$ cat config.mk
export PLATFORM = sky130hd
export DESIGN_NAME = alu_issue_ctrl
export DESIGN_NICKNAME = d
export VERILOG_FILES = /design/src/rtl/alu_issue_ctrl_pkg.sv /design/src/rtl/alu_regfile.sv /design/src/rtl/alu_issue_ctrl.sv
export SDC_FILE = /design/constraint.sdc
export NUM_CORES = 1
export LEC_CHECK = 0
export ABC_AREA = 0
export ABC_CLOCK_PERIOD_IN_PS = 3500
export BUFFER_PORTS_ARGS = -buffer_cell sky130_fd_sc_hd__buf_2
export CAP_MARGIN = 20
export CORE_MARGIN = 2
export CORE_UTILIZATION = 54
export CTS_CLUSTER_SIZE = 12
export DETAILED_ROUTE_END_ITERATION = 10
export PLACE_DENSITY = 0.77
export SLEW_MARGIN = 10
export SYNTH_ARGS = -nofsm -noshare
export SYNTH_HDL_FRONTEND = slang
export SYNTH_SLANG_ARGS = --single-unit
$ cat constraint.sdc
create_clock -name clk -period 3.5 [get_ports clk]
set_clock_uncertainty 0.1 [all_clocks]
set_input_delay 0.525 -clock clk [delete_from_list [all_inputs] [get_ports clk]]
set_output_delay 0.525 -clock clk [all_outputs]
set_load 0.02 [all_outputs]
$ cat src/rtl/alu_issue_ctrl_pkg.sv
`default_nettype none
// ============================================================================
// Module   : alu_issue_ctrl_pkg
// Brief    : Opcodes, instruction field positions and FSM encoding shared by
//            the ALU issue sequencer and its register file.
// Revision : 1.0
// ============================================================================
package alu_issue_ctrl_pkg;

    localparam logic [4:0] OP_ADD = 5'b00000;
    localparam logic [4:0] OP_SUB = 5'b00001;
    localparam logic [4:0] OP_AND = 5'b00010;
    localparam logic [4:0] OP_OR  = 5'b00011;
    localparam logic [4:0] OP_XOR = 5'b00100;
    localparam logic [4:0] OP_MUL = 5'b00101;
    localparam logic [4:0] OP_DIV = 5'b00111;
    localparam logic [4:0] OP_NOT = 5'b01000;
    localparam logic [4:0] OP_MOD = 5'b01001;
    localparam logic [4:0] OP_LDI = 5'b01010;
    localparam logic [4:0] OP_CEQ = 5'b01100;
    localparam logic [4:0] OP_CNQ = 5'b01101;
    localparam logic [4:0] OP_CGT = 5'b01110;
    localparam logic [4:0] OP_CLT = 5'b01111;
    localparam logic [4:0] OP_CGE = 5'b10000;
    localparam logic [4:0] OP_CLE = 5'b10001;

    localparam int OP_MSB   = 15;
    localparam int OP_LSB   = 11;
    localparam int DST_MSB  = 10;
    localparam int DST_LSB  = 8;
    localparam int SRCA_MSB = 7;
    localparam int SRCA_LSB = 5;
    localparam int SRCB_MSB = 4;
    localparam int SRCB_LSB = 2;

    typedef enum logic [1:0] {
        ST_IDLE = 2'd0,
        ST_IMM  = 2'd1,
        ST_EXEC = 2'd2,
        ST_RESP = 2'd3
    } state_t;

    function automatic logic op_is_legal(input logic [4:0] op);
        return op inside {OP_ADD, OP_SUB, OP_AND, OP_OR, OP_XOR, OP_MUL,
                          OP_DIV, OP_NOT, OP_MOD, OP_LDI, OP_CEQ, OP_CNQ,
                          OP_CGT, OP_CLT, OP_CGE, OP_CLE};
    endfunction

endpackage
`default_nettype wire

$ cat src/rtl/alu_regfile.sv
`default_nettype none
// ============================================================================
// Module   : alu_regfile
// Brief    : 2**REG_AW x DATA_W register file, two operand read ports, one
//            debug read port, one synchronous write port, reset clears all.
// Revision : 1.0
// ============================================================================
module alu_regfile #(
    parameter int REG_AW = 3,
    parameter int DATA_W = 16
) (
    input  logic              clk,
    input  logic              rst,
    input  logic              i_we,
    input  logic [REG_AW-1:0] i_waddr,
    input  logic [DATA_W-1:0] i_wdata,
    input  logic [REG_AW-1:0] i_raddr_a,
    output logic [DATA_W-1:0] o_rdata_a,
    input  logic [REG_AW-1:0] i_raddr_b,
    output logic [DATA_W-1:0] o_rdata_b,
    input  logic [REG_AW-1:0] i_dbg_addr,
    output logic [DATA_W-1:0] o_dbg_data
);

    logic [DATA_W-1:0] r_regs [2**REG_AW];

    always_ff @(posedge clk) begin
        if (rst) begin
            for (int i = 0; i < 2**REG_AW; i++) begin
                r_regs[i] <= '0;
            end
        end else if (i_we) begin
            r_regs[i_waddr] <= i_wdata;
        end
    end

    assign o_rdata_a  = r_regs[i_raddr_a];
    assign o_rdata_b  = r_regs[i_raddr_b];
    assign o_dbg_data = r_regs[i_dbg_addr];

endmodule
`default_nettype wire

$ cat src/rtl/alu_issue_ctrl.sv
`default_nettype none
// ============================================================================
// Module   : alu_issue_ctrl
// Brief    : Decodes instruction words, reads operands, drives the external
//            ALU for one cycle, writes back and returns a result handshake.
// Revision : 1.0
// ============================================================================
module alu_issue_ctrl
    import alu_issue_ctrl_pkg::*;
#(
    parameter int REG_AW = 3,
    parameter int DATA_W = 16
) (
    input  logic              clk,
    input  logic              rst,
    input  logic [DATA_W-1:0] InInstr,
    input  logic              InValid,
    output logic              InReady,
    output logic [DATA_W-1:0] AluA,
    output logic [DATA_W-1:0] AluB,
    output logic [4:0]        AluCtrl,
    input  logic [DATA_W-1:0] AluResult,
    output logic [DATA_W-1:0] OutResult,
    output logic [REG_AW-1:0] OutDst,
    output logic              OutError,
    output logic              OutValid,
    input  logic              OutReady,
    input  logic [REG_AW-1:0] DbgAddr,
    output logic [DATA_W-1:0] DbgData
);

    state_t            r_state;
    state_t            w_state_next;
    logic [DATA_W-1:0] r_alu_a;
    logic [DATA_W-1:0] r_alu_b;
    logic [4:0]        r_alu_ctrl;
    logic [REG_AW-1:0] r_dst;
    logic [DATA_W-1:0] r_out_result;
    logic              r_out_error;

    logic [4:0]        w_op;
    logic [REG_AW-1:0] w_dst;
    logic [REG_AW-1:0] w_srca;
    logic [REG_AW-1:0] w_srcb;
    logic [DATA_W-1:0] w_rd_a;
    logic [DATA_W-1:0] w_rd_b;
    logic              w_legal;
    logic              w_accept;
    logic              w_exec_err;
    logic              w_we;

    assign w_op    = InInstr[OP_MSB:OP_LSB];
    assign w_dst   = InInstr[DST_MSB:DST_LSB];
    assign w_srca  = InInstr[SRCA_MSB:SRCA_LSB];
    assign w_srcb  = InInstr[SRCB_MSB:SRCB_LSB];
    assign w_legal = op_is_legal(w_op);

    // Ready is masked during reset so nothing is taken while state is undefined
    assign InReady  = !rst && (r_state == ST_IDLE || r_state == ST_IMM);
    assign w_accept = InValid && InReady;
    assign OutValid = (r_state == ST_RESP);

    assign w_exec_err = (r_alu_ctrl == OP_DIV || r_alu_ctrl == OP_MOD) && (r_alu_b == '0);
    assign w_we       = (r_state == ST_EXEC) && !w_exec_err;

    alu_regfile #(
        .REG_AW (REG_AW),
        .DATA_W (DATA_W)
    ) u_regfile (
        .clk        (clk),
        .rst        (rst),
        .i_we       (w_we),
        .i_waddr    (r_dst),
        .i_wdata    (AluResult),
        .i_raddr_a  (w_srca),
        .o_rdata_a  (w_rd_a),
        .i_raddr_b  (w_srcb),
        .o_rdata_b  (w_rd_b),
        .i_dbg_addr (DbgAddr),
        .o_dbg_data (DbgData)
    );

    always_comb begin
        w_state_next = r_state;
        case (r_state)
            ST_IDLE: begin
                if (w_accept) begin
                    if (!w_legal)            w_state_next = ST_RESP;
                    else if (w_op == OP_LDI) w_state_next = ST_IMM;
                    else                     w_state_next = ST_EXEC;
                end
            end
            ST_IMM:  if (w_accept) w_state_next = ST_EXEC;
            ST_EXEC: w_state_next = ST_RESP;
            ST_RESP: if (OutReady) w_state_next = ST_IDLE;
            default: w_state_next = ST_IDLE;
        endcase
    end

    always_ff @(posedge clk) begin
        if (rst) r_state <= ST_IDLE;
        else     r_state <= w_state_next;
    end

    always_ff @(posedge clk) begin
        if (rst) begin
            r_alu_a      <= '0;
            r_alu_b      <= '0;
            r_alu_ctrl   <= '0;
            r_dst        <= '0;
            r_out_result <= '0;
            r_out_error  <= 1'b0;
        end else begin
            case (r_state)
                ST_IDLE: begin
                    if (w_accept) begin
                        r_dst <= w_dst;
                        if (!w_legal) begin
                            r_out_error  <= 1'b1;
                            r_out_result <= '0;
                        end else if (w_op != OP_LDI) begin
                            r_alu_a    <= w_rd_a;
                            r_alu_b    <= w_rd_b;
                            r_alu_ctrl <= w_op;
                        end
                    end
                end
                ST_IMM: begin
                    if (w_accept) begin
                        r_alu_a    <= '0;
                        r_alu_b    <= InInstr;
                        r_alu_ctrl <= OP_LDI;
                    end
                end
                ST_EXEC: begin
                    r_out_error  <= w_exec_err;
                    r_out_result <= w_exec_err ? '0 : AluResult;
                end
                default: ;
            endcase
        end
    end

    assign AluA      = r_alu_a;
    assign AluB      = r_alu_b;
    assign AluCtrl   = r_alu_ctrl;
    assign OutResult = r_out_result;
    assign OutDst    = r_dst;
    assign OutError  = r_out_error;

endmodule
`default_nettype wire

==> results of run 1 <==
## registers in the layout, summed over array words and instances, names as in the netlist
signal            cells
AluA                 16
AluB                 16
AluCtrl               5
OutDst                3
OutError              1
OutResult            16
r_state               2
u_regfile.r_regs    128
## report_power, final
part,switching [mW],internal (mW)
Clock,0.846,1.05
Sequential,0.207,2.61
Combinational,1.39,0.689
Total,2.44,4.36
## cells in the final DEF, fill, tap and decap left out, drive strengths merged, types with 6 or more instances in the layout
cell and instances:
mux2 16, a22oi 16, nor2 141, nand4 19
dfxtp 59, a21oi 42, a211oi 15, mux2i 91
nand3 20, o22ai 13, buf 147, edfxtp 128
mux4 51, clkbuf 23, a221oi 13, o21ai 26
o211ai 17, inv 16, nor2b 6, nand2 70
o41ai 24
## metal layers
layer,track usage (%),routed length (um),part of all wire [%],up-vias
li1,-,-,-,3627
met3,11.5,4240,14,94
met2,47.9,14200,45,649
met4,11.7,855,2.7,2
met5,3.01,75,0.24,-
met1,42.2,12000,38,4027
## how the worst max path moves through the flow
stage | slack, ns | end | from | cells after the start
after global routing | 0.62 | AluB[7]$_SDFFE_PP0P_ | r_state[1]$_SDFFE_PP0P_ | 6
after detailed placement | 0.72 | AluB[12]$_SDFFE_PP0P_ | InInstr[13] | 5
after CTS | 0.76 | InReady | r_state[1]$_SDFFE_PP0P_ | 6
after floorplan | -0.07 | u_regfile.r_regs[0][0]$_SDFFCE_PN0P_ | AluCtrl[3]$_SDFFE_PP0P_ | 4
final | 0.72 | AluB[12]$_SDFFE_PP0P_ | r_state[1]$_SDFFE_PP0P_ | 6
after global placement | 0.74 | AluB[7]$_SDFFE_PP0P_ | InInstr[13] | 5
## metrics by stage
stage	cell area [um2]	setup TNS, ns	total power, mW
2_1_floorplan	10200	-9.29	4.16
3_5_place_dp	11000	0	4.88
4_1_cts	11600	0	6.74
3_3_place_gp	11000	0	4.84
5_1_grt	11600	0	7.02
6_report	11600	0	6.80
## layout make-up
| cell class | count | area [um2] | share of cell area [%] |
|---|---|---|---|
| sequential | 187 | 5020 | 43.3 |
| timing repair buffer | 147 | 836 | 7.19 |
| clock buffer | 23 | 522 | 4.49 |
| inverter | 11 | 41.3 | 0.355 |
| clock inverter | 9 | 55.1 | 0.474 |
| tap | 234 | 293 | 2.52 |
| antenna | 1 | 2.50 | 0.0215 |
| multi-input combinational | 619 | 4840 | 41.7 |
## critical path, delay by kind of cell (launching register included)
kind	cells	cell delay, ns
buf+inv	2	0.56
simple gates	1	0.90
flops	1	0.35
compound gates	2	0.33
fa+ha+maj	1	0.37
## cell families after synthesis
group	count (synthesis)	share of synthesized area, %
and+or+nand+nor	277	12.0
AOI/OAI and AO/OA	180	12.2
muxes	158	22.0
buffers and inverters	92	3.89
adders and majority gates	4	0.492
DFF	187	49.4
==> results.yml, run 1 <==
yosys:
  synth_top_area_share_pct: 37.8
  synth_ff_type: "edfxtp_1"
  yosys.area.top_type: "edfxtp_1"
  yosysWarnings: 0
  yosysSeqAreaShare_pct: 49.4
  syn_nets: 941
  synth_area_mm2: 0.0102
  netlist_top_cells_count: "141 x nor2_1, 128 x edfxtp_1, 91 x mux2i_1"
  synth_cells: 898
  syn_area_per_cell_um2: 11.3
  synth.most_common_cell: "nor2_1"
  synth_edf_count: 128
  async_reset_ff_share_pct: 0
  ys_ff_latch: 187
  synthTopCellsByArea: "edfxtp_1 38%, dfxtp_1 12%, mux4_2 11%, mux2i_1 9.0%, nor2_1 5.2%"
  yosysUniqueCellTypes: 44
place:
  hpwl_mm: 20.7
  portBuffers: 113
  gp_congestion: 0.888
  place_ws_ns: 0.721
  placedCellCount: 1198
worst_setup_path:
  rrSetupSlack_ns: 0.72
  worstSetupPathType: "register to register"
  arrival_ns: 2.95
  crit_required_ns: 3.66
  path_cells: "inv_1, ha_1, buf_4, o21ai_1, nor2_1, a211oi_1"
  end_kind: "register"
  path_max_fanout: 32
  critPathMaxStageDelay_ns: 0.90
  rr_startpoint: "r_state[1]$_SDFFE_PP0P_"
  critPathLaunchType: "register"
  crit_path_top_delay_cell: "nor2_1"
  timing.rr.end: "AluB[12]$_SDFFE_PP0P_"
  ff2ff_path_depth: 6
sta:
  slew_violations: 0
  rsz0062_at_grt: "false"
  worstMarginPinSlew_ns: 1.18
  finalCriticalPeriod_ns: 2.78
  finalHoldViolations: 0
  fmax_mhz: 359
  period_share_pct: 79.5
  finalSetupViolCount: 0
  whs_ns: 0.260
  worst_slack_ns: 0.716
  relSlewSlack_pct: 21.3
final_layout:
  drive_gt1_share_pct: 26.2
  area_growth_pct: 14.2
  nFillCells: 1431
  finalNonFillerCells: 1231
  nNetsFinal: 1026
  post-route-util_pct: 62.5
clock_network:
  clkSlewWorstSetupHoldPaths_ns: 0.07
  cts_sinks: 187
  cts_tree: "done"
  h-tree-depth: 4
  cts-root-buf: "clkbuf_16"
  cts_buffer_depth: 2
  post_cts_buffers: 0
  numCtsBuffers: 17
  cts-resized-gates: 0
  clk_latency_ns: 0.44
  hold_buffers: 0
global_routing:
  grt_max_degree: 33
  grt_pass1_wl_mm: 47.4
  grt_pass1_vias: 8093
  antenna_found_initial: 1
  grt_overflow: 0
  grt_util_all_layers_pct: 31.8
outcome:
  status: "complete, no violations"
hold_path:
  min_from: "AluResult[9]"
  min_path_type: "input pin to register"
  hold_path_depth: 3
  min_to: "OutResult[9]$_SDFFE_PP0P_"
route:
  drcViolationCount: 0
  vias: 8399
  drtIter0Drc: 1051
  post_drt_via_cell_ratio: 6.82
  ant_nets: 0
  post_drt_wl_per_cell_um: 25.5
  firstDrtPassIters: 6
  wl_mm: 31.4
floorplanning:
  fp.dieW_um: 141
  dieArea_mm2: 0.0199
  start_util_pct: 54.7
  num_rows: 50
  die_height_um: 141
  pin_count: 114
  coreArea_mm2: 0.0186
power:
  p_per_area_mw_per_mm2: 585
  vdd.ir_drop.worst_uv: 390
  leakage_nw: 4.41
job:
  cap_violations: 0
No activity file was read; power rests on OpenSTA's default activity.
==> run 2, diff against run 1 <==
ABC_CLOCK_PERIOD_IN_PS = 2800   (was 3500)
CORE_UTILIZATION = 59   (was 54)
PLACE_DENSITY = 0.8   (was 0.77)
clock period = 2.8 ns   (was 3.5 ns; I/O delays follow)
==> run 2 against run 1 <==
Register-to-register slack lost 0.36 ns; first-iteration DRC count grew 33%; global-route usage rose by 2.5 points; sequential share of layout area is 1.0 points lower; die area down 8.2%; design area up 2.5%; non-clock buffer count up 15; clock power up 25%; critical path type is now register to output port; critical endpoint is now InReady.
==> results.yml, run 2 (synthesis results as in run 1) <==
outcome:
  status: "complete, no violations"
hold_path:
  min_from: "AluResult[5]"
  min_path_type: "input pin to register"
  hold_path_depth: 3
  min_to: "OutResult[5]$_SDFFE_PP0P_"
route:
  drcViolationCount: 0
  wl_mm: 30.9
  ant_nets: 0
  drtIter0Drc: 1394
  post_drt_via_cell_ratio: 7.02
  firstDrtPassIters: 7
  vias: 8671
  post_drt_wl_per_cell_um: 25.0
floorplanning:
  die_height_um: 135
  start_util_pct: 59.6
  coreArea_mm2: 0.0171
  num_rows: 48
  fp.dieW_um: 135
  pin_count: 114
  dieArea_mm2: 0.0183
clock_network:
  cts_buffer_depth: 2
  clk_latency_ns: 0.45
  cts_sinks: 187
  cts-resized-gates: 0
  numCtsBuffers: 17
  clkSlewWorstSetupHoldPaths_ns: 0.07
  post_cts_buffers: 0
  cts-root-buf: "clkbuf_16"
  cts_tree: "done"
  h-tree-depth: 4
  hold_buffers: 0
final_layout:
  layout_common_cells: "141 x nor2_1, 128 x edfxtp_1, 112 x buf_2"
  top_register: "u_regfile.r_regs"
  largest_register_ffs: 128
  post-route-util_pct: 69.8
  nFillCells: 1174
  area_growth_pct: 17.1
  final_cell_area_mm2: 0.0119
  finalNonFillerCells: 1236
  drive_gt1_share_pct: 27.4
  final_common_cell: "nor2_1"
  diodes: 0
  nNetsFinal: 1041
place:
  gp_congestion: 0.937
  hpwl_mm: 20.6
  portBuffers: 113
  placedCellCount: 1204
  place_area_mm2: 0.0113
global_routing:
  grt_overflow: 0
  busiest_layer: "met2"
  met3_usage_pct: 9.88
  grtUsageMet1_pct: 47.3
  grt_pass1_vias: 8147
  grt_max_degree: 36
  antenna_found_initial: 0
  grt_util_all_layers_pct: 34.3
  grt_pass1_wl_mm: 46.4
  grt_util_met2_pct: 52.3
power:
  p_per_area_mw_per_mm2: 728
  sw_frac_of_total_pct: 36.6
  netSwitchingPower_mw: 3.17
  p_comb_share_pct: 32.4
  leakage_nw: 4.56
  pwr-share-clk_pct: 27.4
  p_int_mw: 5.50
  p_seq_share_pct: 40.2
  total_power_mw: 8.67
  vdd.ir_drop.worst_uv: 511
sta:
  slew_violations: 0
  finalHoldViolations: 0
  fmax_mhz: 404
  worstMarginPinSlew_ns: 1.16
  finalSetupViolCount: 0
  relSlewSlack_pct: 22.5
  finalCriticalPeriod_ns: 2.47
  period_share_pct: 88.4
  whs_ns: 0.156
  rsz0062_at_grt: "false"
worst_setup_path:
  ff2ff_path_depth: 6
  timing.rr.end: "OutResult[9]$_SDFFE_PP0P_"
  arrival_ns: 1.95
  critPathLaunchType: "register"
  path_max_fanout: 21
  cp_common_cell: "nor2_1"
  rrSetupSlack_ns: 0.36
  critPathMaxStageDelay_ns: 0.35
  end_kind: "output port"
  worstSetupPathType: "register to output port"
  rr_startpoint: "r_state[0]$_SDFFE_PP0P_"
  crit_required_ns: 2.28
  crit_path_top_delay_cell: "buf_4"
  path_cells: "inv_1, ha_1, buf_4, nor2_1, nor2_1, buf_2"
job:
  cap_violations: 0
-- run 2: cell count changes in the layout (fill, tap and decap cells not counted), sizes merged --
cell / delta
clkinv: +4
inv: -1
diode: -1
buf: +15
clkbuf: -3
-- run 2: worst max-delay path by stage --
stage	cells past startpoint	slack [ns]	endpoint	from
6_report	6	0.33	InReady	r_state[1]$_SDFFE_PP0P_
5_1_grt	6	0.20	InReady	r_state[1]$_SDFFE_PP0P_
4_1_cts	6	0.34	InReady	r_state[1]$_SDFFE_PP0P_
3_5_place_dp	5	0.29	AluCtrl[3]$_SDFFE_PP0P_	InInstr[13]
3_3_place_gp	5	0.37	AluB[11]$_SDFFE_PP0P_	InInstr[2]
2_1_floorplan	4	-0.11	u_regfile.r_regs[0][0]$_SDFFCE_PN0P_	AluCtrl[3]$_SDFFE_PP0P_
-- run 2: worst max-delay path, delay by kind of cell (launching register included) --
kind	cells	cell delay (ns)
buffers and inverters	3	0.61
flip-flops	1	0.34
AND/OR/NAND/NOR	2	0.24
adder cells (fa/ha/maj)	1	0.32
-- run 2: final cells by class --
type,count,area (um2),area share [%]
clock buffers,20,489,4.11
clock inverters,12,101,0.851
inverters,11,41.3,0.347
multi-input cells,619,4930,41.4
flip-flops and latches,187,5020,42.2
well taps,225,282,2.36
repair buffers,162,1040,8.70
-- run 2: power by group through the flow --
stage	registers [mW]	logic, mW	clock network, mW
after floorplan	3.64	1.58	0
after global placement	3.51	2.70	0
after detailed placement	3.53	2.73	0
after CTS	3.48	2.75	2.37
after global routing	3.51	2.97	2.47
final	3.49	2.81	2.37
-- run 2: per-stage QoR --
step	setup WS, ns	setup TNS [ns]
floorplan	-0.110	-14.03
global placement	0.368	0
detailed placement	0.289	0
CTS	0.340	0
global route	0.196	0
finish	0.325	0
-- run 2: layer usage --
metal	wire length (um)	part of all wire [%]
met5	0	0
met1	11300	36
met4	902	2.9
met3	4680	15
met2	14100	45
